## src/rtl/mem_port_arbiter.sv

```systemverilog
`default_nettype none
// ============================================================================
//  Module   : mem_port_arbiter
//  Purpose  : Shares one single-ported unified memory between the processor's
//             instruction-fetch port and its data (load/store) port. Requests
//             are serialized, the memory request is held stable until m_ack
//             or a timeout abort, and a one-cycle ack (with error flag) plus
//             read data is returned to the winning requester.
//  Ports    : clk, reset          - clock, synchronous active-high reset
//             i_req/i_addr        - instruction fetch request
//             i_ack/i_err/i_rdata - fetch completion, timeout flag, data
//             d_req/d_rd_wr/d_addr/d_wdata - data request (1 = read)
//             d_ack/d_err/d_rdata - data completion, timeout flag, load data
//             m_req/m_rd_wr/m_addr/m_wdata - memory request side
//             m_ack/m_rdata       - memory completion and read data
//             busy                - high whenever the FSM is not IDLE
//  Params   : TIMEOUT_CYCLES      - cycles to wait for m_ack (0 = no timeout)
//  Options  : MEM_ARB_ROUND_ROBIN_EN - when defined, ties between i_req and
//             d_req alternate using a last_grant register; when undefined,
//             data always beats instruction.
//  Revision : 1.0 - initial release
// ============================================================================
module mem_port_arbiter #(
    parameter int TIMEOUT_CYCLES = 255
) (
    input  logic        clk,
    input  logic        reset,
    // instruction fetch port
    input  logic        i_req,
    input  logic [31:0] i_addr,
    output logic        i_ack,
    output logic        i_err,
    output logic [31:0] i_rdata,
    // data port
    input  logic        d_req,
    input  logic        d_rd_wr,
    input  logic [31:0] d_addr,
    input  logic [31:0] d_wdata,
    output logic        d_ack,
    output logic        d_err,
    output logic [31:0] d_rdata,
    // memory port
    output logic        m_req,
    output logic        m_rd_wr,
    output logic [31:0] m_addr,
    output logic [31:0] m_wdata,
    input  logic        m_ack,
    input  logic [31:0] m_rdata,
    // status
    output logic        busy
);

    typedef enum logic [1:0] {
        IDLE  = 2'd0,
        MEM_I = 2'd1,
        MEM_D = 2'd2,
        RESP  = 2'd3
    } state_t;

    // 17 bits so the compare against a 16-bit counter plus one never wraps.
    localparam logic [16:0] C_TIMEOUT    = 17'(TIMEOUT_CYCLES);
    localparam logic        C_TIMEOUT_EN = (TIMEOUT_CYCLES != 0);

    state_t      state_q,   state_d;
    logic [15:0] cnt_q,     cnt_d;
    logic        m_req_q,   m_req_d;
    logic        m_rd_wr_q, m_rd_wr_d;
    logic [31:0] m_addr_q,  m_addr_d;
    logic [31:0] m_wdata_q, m_wdata_d;
    logic        i_ack_q,   i_ack_d;
    logic        i_err_q,   i_err_d;
    logic [31:0] i_rdata_q, i_rdata_d;
    logic        d_ack_q,   d_ack_d;
    logic        d_err_q,   d_err_d;
    logic [31:0] d_rdata_q, d_rdata_d;
    logic        busy_q,    busy_d;

    logic        w_grant_i;
    logic        w_grant_d;
    logic        w_timeout;

`ifdef MEM_ARB_ROUND_ROBIN_EN
    localparam logic C_GRANT_INSTR = 1'b0;
    localparam logic C_GRANT_DATA  = 1'b1;

    logic last_grant_q, last_grant_d;

    // On a tie, serve the port that did not win last time.
    always_comb begin
        w_grant_i = 1'b0;
        w_grant_d = 1'b0;
        if (i_req && d_req) begin
            w_grant_i = (last_grant_q == C_GRANT_DATA);
            w_grant_d = (last_grant_q == C_GRANT_INSTR);
        end else begin
            w_grant_i = i_req;
            w_grant_d = d_req;
        end
    end

    always_comb begin
        last_grant_d = last_grant_q;
        if (state_q == IDLE) begin
            if (w_grant_d) begin
                last_grant_d = C_GRANT_DATA;
            end else if (w_grant_i) begin
                last_grant_d = C_GRANT_INSTR;
            end
        end
    end

    always_ff @(posedge clk) begin
        if (reset) begin
            last_grant_q <= C_GRANT_DATA;
        end else begin
            last_grant_q <= last_grant_d;
        end
    end
`else
    // Fixed priority: data beats instruction.
    always_comb begin
        w_grant_d = d_req;
        w_grant_i = i_req && !d_req;
    end
`endif

    // Abort on the edge where the counter would reach TIMEOUT_CYCLES, so m_req
    // stays high for exactly TIMEOUT_CYCLES cycles.
    always_comb begin
        w_timeout = C_TIMEOUT_EN && (({1'b0, cnt_q} + 17'd1) == C_TIMEOUT);
    end

    always_comb begin
        state_d   = state_q;
        cnt_d     = cnt_q;
        m_req_d   = m_req_q;
        m_rd_wr_d = m_rd_wr_q;
        m_addr_d  = m_addr_q;
        m_wdata_d = m_wdata_q;
        i_ack_d   = 1'b0;
        i_err_d   = 1'b0;
        i_rdata_d = i_rdata_q;
        d_ack_d   = 1'b0;
        d_err_d   = 1'b0;
        d_rdata_d = d_rdata_q;

        case (state_q)
            IDLE: begin
                if (w_grant_d) begin
                    m_req_d   = 1'b1;
                    m_addr_d  = d_addr;
                    m_rd_wr_d = d_rd_wr;
                    m_wdata_d = d_wdata;
                    cnt_d     = 16'd0;
                    state_d   = MEM_D;
                end else if (w_grant_i) begin
                    m_req_d   = 1'b1;
                    m_addr_d  = i_addr;
                    m_rd_wr_d = 1'b1;
                    m_wdata_d = 32'd0;
                    cnt_d     = 16'd0;
                    state_d   = MEM_I;
                end
            end

            MEM_I, MEM_D: begin
                // m_ack takes precedence over a coinciding timeout.
                if (m_ack) begin
                    m_req_d = 1'b0;
                    state_d = RESP;
                    if (state_q == MEM_I) begin
                        i_ack_d = 1'b1;
                        if (m_rd_wr_q) begin
                            i_rdata_d = m_rdata;
                        end
                    end else begin
                        d_ack_d = 1'b1;
                        if (m_rd_wr_q) begin
                            d_rdata_d = m_rdata;
                        end
                    end
                end else begin
                    cnt_d = cnt_q + 16'd1;
                    if (w_timeout) begin
                        m_req_d = 1'b0;
                        state_d = RESP;
                        if (state_q == MEM_I) begin
                            i_ack_d   = 1'b1;
                            i_err_d   = 1'b1;
                            i_rdata_d = 32'd0;
                        end else begin
                            d_ack_d   = 1'b1;
                            d_err_d   = 1'b1;
                            d_rdata_d = 32'd0;
                        end
                    end
                end
            end

            RESP: begin
                // Requests and late m_ack are ignored here.
                state_d = IDLE;
            end

            default: begin
                state_d = IDLE;
                m_req_d = 1'b0;
            end
        endcase

        busy_d = (state_d != IDLE);
    end

    always_ff @(posedge clk) begin
        if (reset) begin
            state_q   <= IDLE;
            cnt_q     <= 16'd0;
            m_req_q   <= 1'b0;
            m_rd_wr_q <= 1'b1;
            m_addr_q  <= 32'd0;
            m_wdata_q <= 32'd0;
            i_ack_q   <= 1'b0;
            i_err_q   <= 1'b0;
            i_rdata_q <= 32'd0;
            d_ack_q   <= 1'b0;
            d_err_q   <= 1'b0;
            d_rdata_q <= 32'd0;
            busy_q    <= 1'b0;
        end else begin
            state_q   <= state_d;
            cnt_q     <= cnt_d;
            m_req_q   <= m_req_d;
            m_rd_wr_q <= m_rd_wr_d;
            m_addr_q  <= m_addr_d;
            m_wdata_q <= m_wdata_d;
            i_ack_q   <= i_ack_d;
            i_err_q   <= i_err_d;
            i_rdata_q <= i_rdata_d;
            d_ack_q   <= d_ack_d;
            d_err_q   <= d_err_d;
            d_rdata_q <= d_rdata_d;
            busy_q    <= busy_d;
        end
    end

    assign m_req   = m_req_q;
    assign m_rd_wr = m_rd_wr_q;
    assign m_addr  = m_addr_q;
    assign m_wdata = m_wdata_q;
    assign i_ack   = i_ack_q;
    assign i_err   = i_err_q;
    assign i_rdata = i_rdata_q;
    assign d_ack   = d_ack_q;
    assign d_err   = d_err_q;
    assign d_rdata = d_rdata_q;
    assign busy    = busy_q;

endmodule
`default_nettype wire

```

## config.mk

```make
export PLATFORM = sky130hd
export DESIGN_NAME = mem_port_arbiter
export DESIGN_NICKNAME = d
export VERILOG_FILES = /design/src/rtl/mem_port_arbiter.sv
export SDC_FILE = /design/constraint.sdc
export NUM_CORES = 1
export LEC_CHECK = 0
export BUFFER_PORTS_ARGS = -buffer_cell sky130_fd_sc_hd__buf_2
export CORE_MARGIN = 2
export CORE_UTILIZATION = 47
export CTS_CLUSTER_DIAMETER = 80
export DETAILED_ROUTE_END_ITERATION = 8
export GPL_ROUTABILITY_DRIVEN = 0
export PLACE_DENSITY = 0.9
export RECOVER_POWER = 50
export SYNTH_ARGS = -nofsm -noshare
export SYNTH_HDL_FRONTEND = slang
export SYNTH_SLANG_ARGS = --single-unit
```

## constraint.sdc

```tcl
create_clock -name clk -period 2.94 [get_ports clk]
set_input_delay 0.147 -clock clk [delete_from_list [all_inputs] [get_ports clk]]
set_output_delay 0.147 -clock clk [all_outputs]
set_load 0.02 [all_outputs]
```

Yosys cells after proc, flatten, opt, wreduce, memory -nomap -nowiden:

Cells that the tools add are included.

* multiplexer cells: 34
* reductions and logical operators: 15
* bitwise gates (word level): 2
* add/sub/neg operators: 2
* multiply operators: 0
* order comparisons: 0
* divide/modulo/power cells: 0
* eq/ne operators: 8
* shift-type cells: 0

Operators with widths (number)
* $mux 32: 13
* $mux 16: 3
* $pmux 16 s2: 1
* $add 16x1->17 const B: 1
* $eq 17x8->1 const B: 1
* $add 16x1->16 const B: 1
* $mux 1: 11
* $mux 2: 4
* $reduce_and 4->1: 2
* $reduce_bool 2->1: 4
* $ne 3x3->1 const B: 2
* $pmux 2 s3: 1
* $reduce_and 3->1: 2
* $eq 2x2->1 const B: 2
* $reduce_or 2->1: 2
* $reduce_or 3->1: 1
* $eq 2x1->1 const B: 1
* $logic_not 2->1: 1
* $ne 2x1->1 const B: 1
* $ne 2x2->1 const B: 1
* $not 1->1: 2
* $pmux 1 s2: 1
* $reduce_and 2->1: 1
* $logic_and 1x1->1: 1
* $logic_not 1->1: 1

* register bits: 153
* logic and storage cells: 74
* memories kept: 0
* bits in writable memories: 0
* latch bits: 0
* memory bits (read-only): 0
* bits of input ports: 134
* output and inout port bits: 135

Logic depth before layout (Yosys ltp):

* depth in word-level cells: 6
* depth in mapped cells: 10
* mapped depth without buffers: 8

Least setup slack after synthesis:

OpenSTA, ideal clock, no wires.

* kind: register to register
* start: register cnt_q[0]
* end: register d_rdata_q[10], in the netlist d_rdata[10]
* cell stages (with the launch flop): 9
* slack: 0.551 ns
* data arrival time: 2.273 ns
* path buffers: 1
* library setup time: 0.117 ns
* data required time: 2.823 ns
* period minus slack after synthesis: 2.389 ns
* cell sequence: dfxtp_1 > ha_1 > nand3_1 > o31a_1 > o22a_1 > or2_1 > o41a_1 > buf_6 > a22o_1

* word-level cells in the longest chain between the ends: 4

RTL lines
* from (decl): line 65 `logic [15:0] cnt_q, cnt_d;`
* from (signal assigned): line 231 `cnt_q <= cnt_d;`
* $add 16x1->17: line 130 `w_timeout = C_TIMEOUT_EN && (({1'b0, cnt_q} + 17'd1) == C_TIMEOUT);`
* $eq 17x8->1: line 130
* $reduce_bool 2->1 (no line)
* $reduce_and 4->1 (no line)
* to (signal assigned): line 241 `d_rdata_q <= d_rdata_d;`
* to (decl): line 75 `logic [31:0] d_rdata_q, d_rdata_d;`

Every way passes these cells.
A chain may end at the register's enable or synchronous reset.

Final worst setup path:

* start: register cnt_q[0]
* end: register d_rdata_q[26], in the netlist d_rdata[26]

The elaborated chain is that of the path after synthesis.

==> results.json <==
{
  "power.switching_w": 0.001717,
  "fmax_mhz": 373.4,
  "ys.flop_type": "dfxtp_1",
  "p_sw_frac": 0.3095,
  "core_sq_um": 12520,
  "drt_iter0_markers": 581,
  "fin_setup_tns_ns": 0,
  "period_needed_ns": 2.678,
  "cts_made_buffers": 17,
  "ys.warnings.count": 0,
  "routedWlPerCell_um": 17.28,
  "cts_tree": "yes",
  "fillers": 1044,
  "timing.rr.end": "d_rdata[26]",
  "rsz0062_at_grt": "no",
  "stdcell_count": 1097,
  "drv_slew": 0,
  "syn_nets": 744,
  "grt_pass1_wl_mm": 28.25,
  "critPathRequiredTime_ns": 3.24,
  "cts_max_path_buffers": 2,
  "p_comb_frac": 0.195,
  "ant_nets": 0,
  "synth.cell_area_sq_um": 5963,
  "crit_start": "cnt_q[0]",
  "ys_top_cells_by_count": "dfxtp_1, nor2_1, a22o_1, clkbuf_1, a22oi_1",
  "cp-endpoint": "d_rdata[26]",
  "htreeDepth": 4,
  "port_buffers": 268,
  "r2r_start": "cnt_q[0]",
  "viasPerCell": 5.442,
  "crit_arrival_ns": 2.98,
  "cp_max_fo": 32,
  "synth_most_common_cell": "dfxtp_1",
  "grt_pass1_vias": 5652,
  "hold_class": "in2reg",
  "yosys-top-cells-area": "dfxtp_1, a22o_1, nor2_1",
  "startpoint_type": "register",
  "regArea_sq_um": 3063,
  "grt_max_degree": 54,
  "setup_violations": 0,
  "max-slew-margin-rel": 0.1953,
  "final_util": 0.6728,
  "drc": 0,
  "synth_top_area_frac": 0.5136,
  "firstDrtPassIters": 5,
  "gr-total-overflow": 0,
  "nNetsFinal": 1051,
  "p_clk_frac": 0.383,
  "total_power_w": 0.005547,
  "synth_edf_count": 0,
  "die_x_um": 116.6,
  "synthToLayoutAreaGrowth_pct": 41.23,
  "internal_power_w": 0.003830,
  "pin_count": 269,
  "antenna_found_initial": 0,
  "die_h_um": 116.6,
  "avgSynthCellArea_sq_um": 9.857,
  "synth_top_area_cell": "dfxtp_1",
  "rows": 41,
  "period_share": 0.9108,
  "regToRegSetupSlack_ns": 0.26,
  "wl_mm": 18.95,
  "ys_async_sr_fraction": 0,
  "clock_sinks": 153,
  "multiInputGateArea_sq_um": 2636,
  "tightest_slew_ns": 1.207,
  "diodes": 0,
  "drv_cap": 0,
  "skew_ns": 0.01033,
  "cts-root-buf": "clkbuf_16",
  "initial_core_util": 0.4764,
  "finalHoldViolCount": 0,
  "clk_pin_slew_ns": 0.07,
  "rr_worst_depth": 8,
  "status": "finished, final reports clean",
  "end_kind": "register",
  "hpwl_mm": 12.05,
  "seq_power_share": 0.422,
  "peakVddDrop_uv": 380.4,
  "p_leak_nw": 3.481,
  "ys_seq_area_frac": 0.5136,
  "insertion_delay_ns": 0.41,
  "via_count": 5970,
  "die_area_sq_um": 13600,
  "gr-usage-all-layers": 0.2658,
  "layout-drive-gt1-share": 0.2011,
  "worstSetupPathType": "reg2reg",
  "dp_cells": 1003,
  "powerDensity_nw_per_um2": 658.7,
  "synthCells": 605,
  "yosysUniqueCellTypes": 49,
  "synth-seq-cells": 153
}
[layout make-up]
class,count,area share
Tap cell,172,0.02555
Sequential cell,153,0.3637
Timing Repair Buffer,342,0.2248
Multi-Input combinational cell,390,0.3130
Inverter,8,0.003566
Clock buffer,17,0.05051
Clock inverter,15,0.01887
[worst max-delay path, cell delays in order, from the launching register on]
cell     delay, ns
dfxtp_1       0.45
ha_1          0.28
nand3_1       0.22
o31a_1        0.30
o22a_1        0.22
or2_1         0.28
o41a_1        0.32
buf_4         0.25
a22o_1        0.24
[per-stage QoR]
| stage | hold slack [ns] | setup WS (ns) | area, sq um |
|---|---|---|---|
| 2_1_floorplan | 0.2797 | 0.5507 | 5963 |
| 3_3_place_gp | 0.3801 | 0.4135 | 7396 |
| 3_5_place_dp | 0.3834 | 0.2663 | 7396 |
| 4_1_cts | 0.0003433 | 0.2405 | 8601 |
| 5_1_grt | 0.02531 | 0.06953 | 8422 |
| 6_report | 0.03956 | 0.2622 | 8422 |
[worst min path at each step]
stage	depth (start not counted)	from	endpoint	slack, ns
2_1_floorplan	1	m_rdata[0]	d_rdata[0]	0.28
6_report	3	d_wdata[17]	m_wdata[17]	0.04
4_1_cts	3	d_wdata[4]	m_wdata[4]	0.0003
3_5_place_dp	2	m_rdata[17]	d_rdata[17]	0.38
3_3_place_gp	2	m_rdata[12]	i_rdata[12]	0.38
5_1_grt	3	d_wdata[17]	m_wdata[17]	0.03
[power groups by stage]
stage               clock network, W  logic (W)  registers [W]
global placement                   0    0.00102        0.00236
CTS                          0.00215    0.00111        0.00233
global route                 0.00226    0.00117        0.00236
floorplan                          0   0.000461        0.00256
detailed placement                 0    0.00105        0.00237
finish                       0.00213    0.00108        0.00234
[sequential cells by signal, summed over array words and instances (netlist names)]
signal / count
m_rd_wr: 1
state_q: 2
d_ack: 1
i_rdata: 32
m_wdata: 32
m_addr: 32
busy: 1
cnt_q: 16
m_req: 1
i_err: 1
d_err: 1
i_ack: 1
d_rdata: 32
[layer usage]
layer,track usage,up-vias,part of all wire
met5,0,-,0
met4,0.1098,0,0.027
met3,0.07421,40,0.081
met2,0.4667,325,0.50
met1,0.3052,2755,0.39
li1,-,2850,-
[layout by cell type (no fill, tap or decap), types with 9 or more instances in the layout]
cell type,count
dlygate4sd3_1,62
a21oi_1,15
nand2_1,19
clkbuf_1,135
nor2_1,90
o21ai_0,13
clkbuf_16,17
buf_2,133
buf_4,10
a22oi_1,35
mux2i_1,33
a22o_1,64
nand3_1,9
a211oi_1,34
dfxtp_1,153
[repair_timing]
item	4_1_cts	5_1_grt
endpoints found under the hold margin	94	0
resized for setup	0	1
setup buffers	0	0
hold buffers	62	0
setup endpoints to repair	0	34
[cells by family (layout without fill, tap and decap cells)]
logic type	Yosys count	after routing	synth area share
compound gates	188	188	0.2417
xor+xnor	6	6	0.008812
fa+ha+maj	5	5	0.01049
buf+inv	62	382	0.04637
flops	153	153	0.5136
mux	33	33	0.05539
simple gates	158	158	0.1236
No activity file was read; power rests on OpenSTA's default activity.
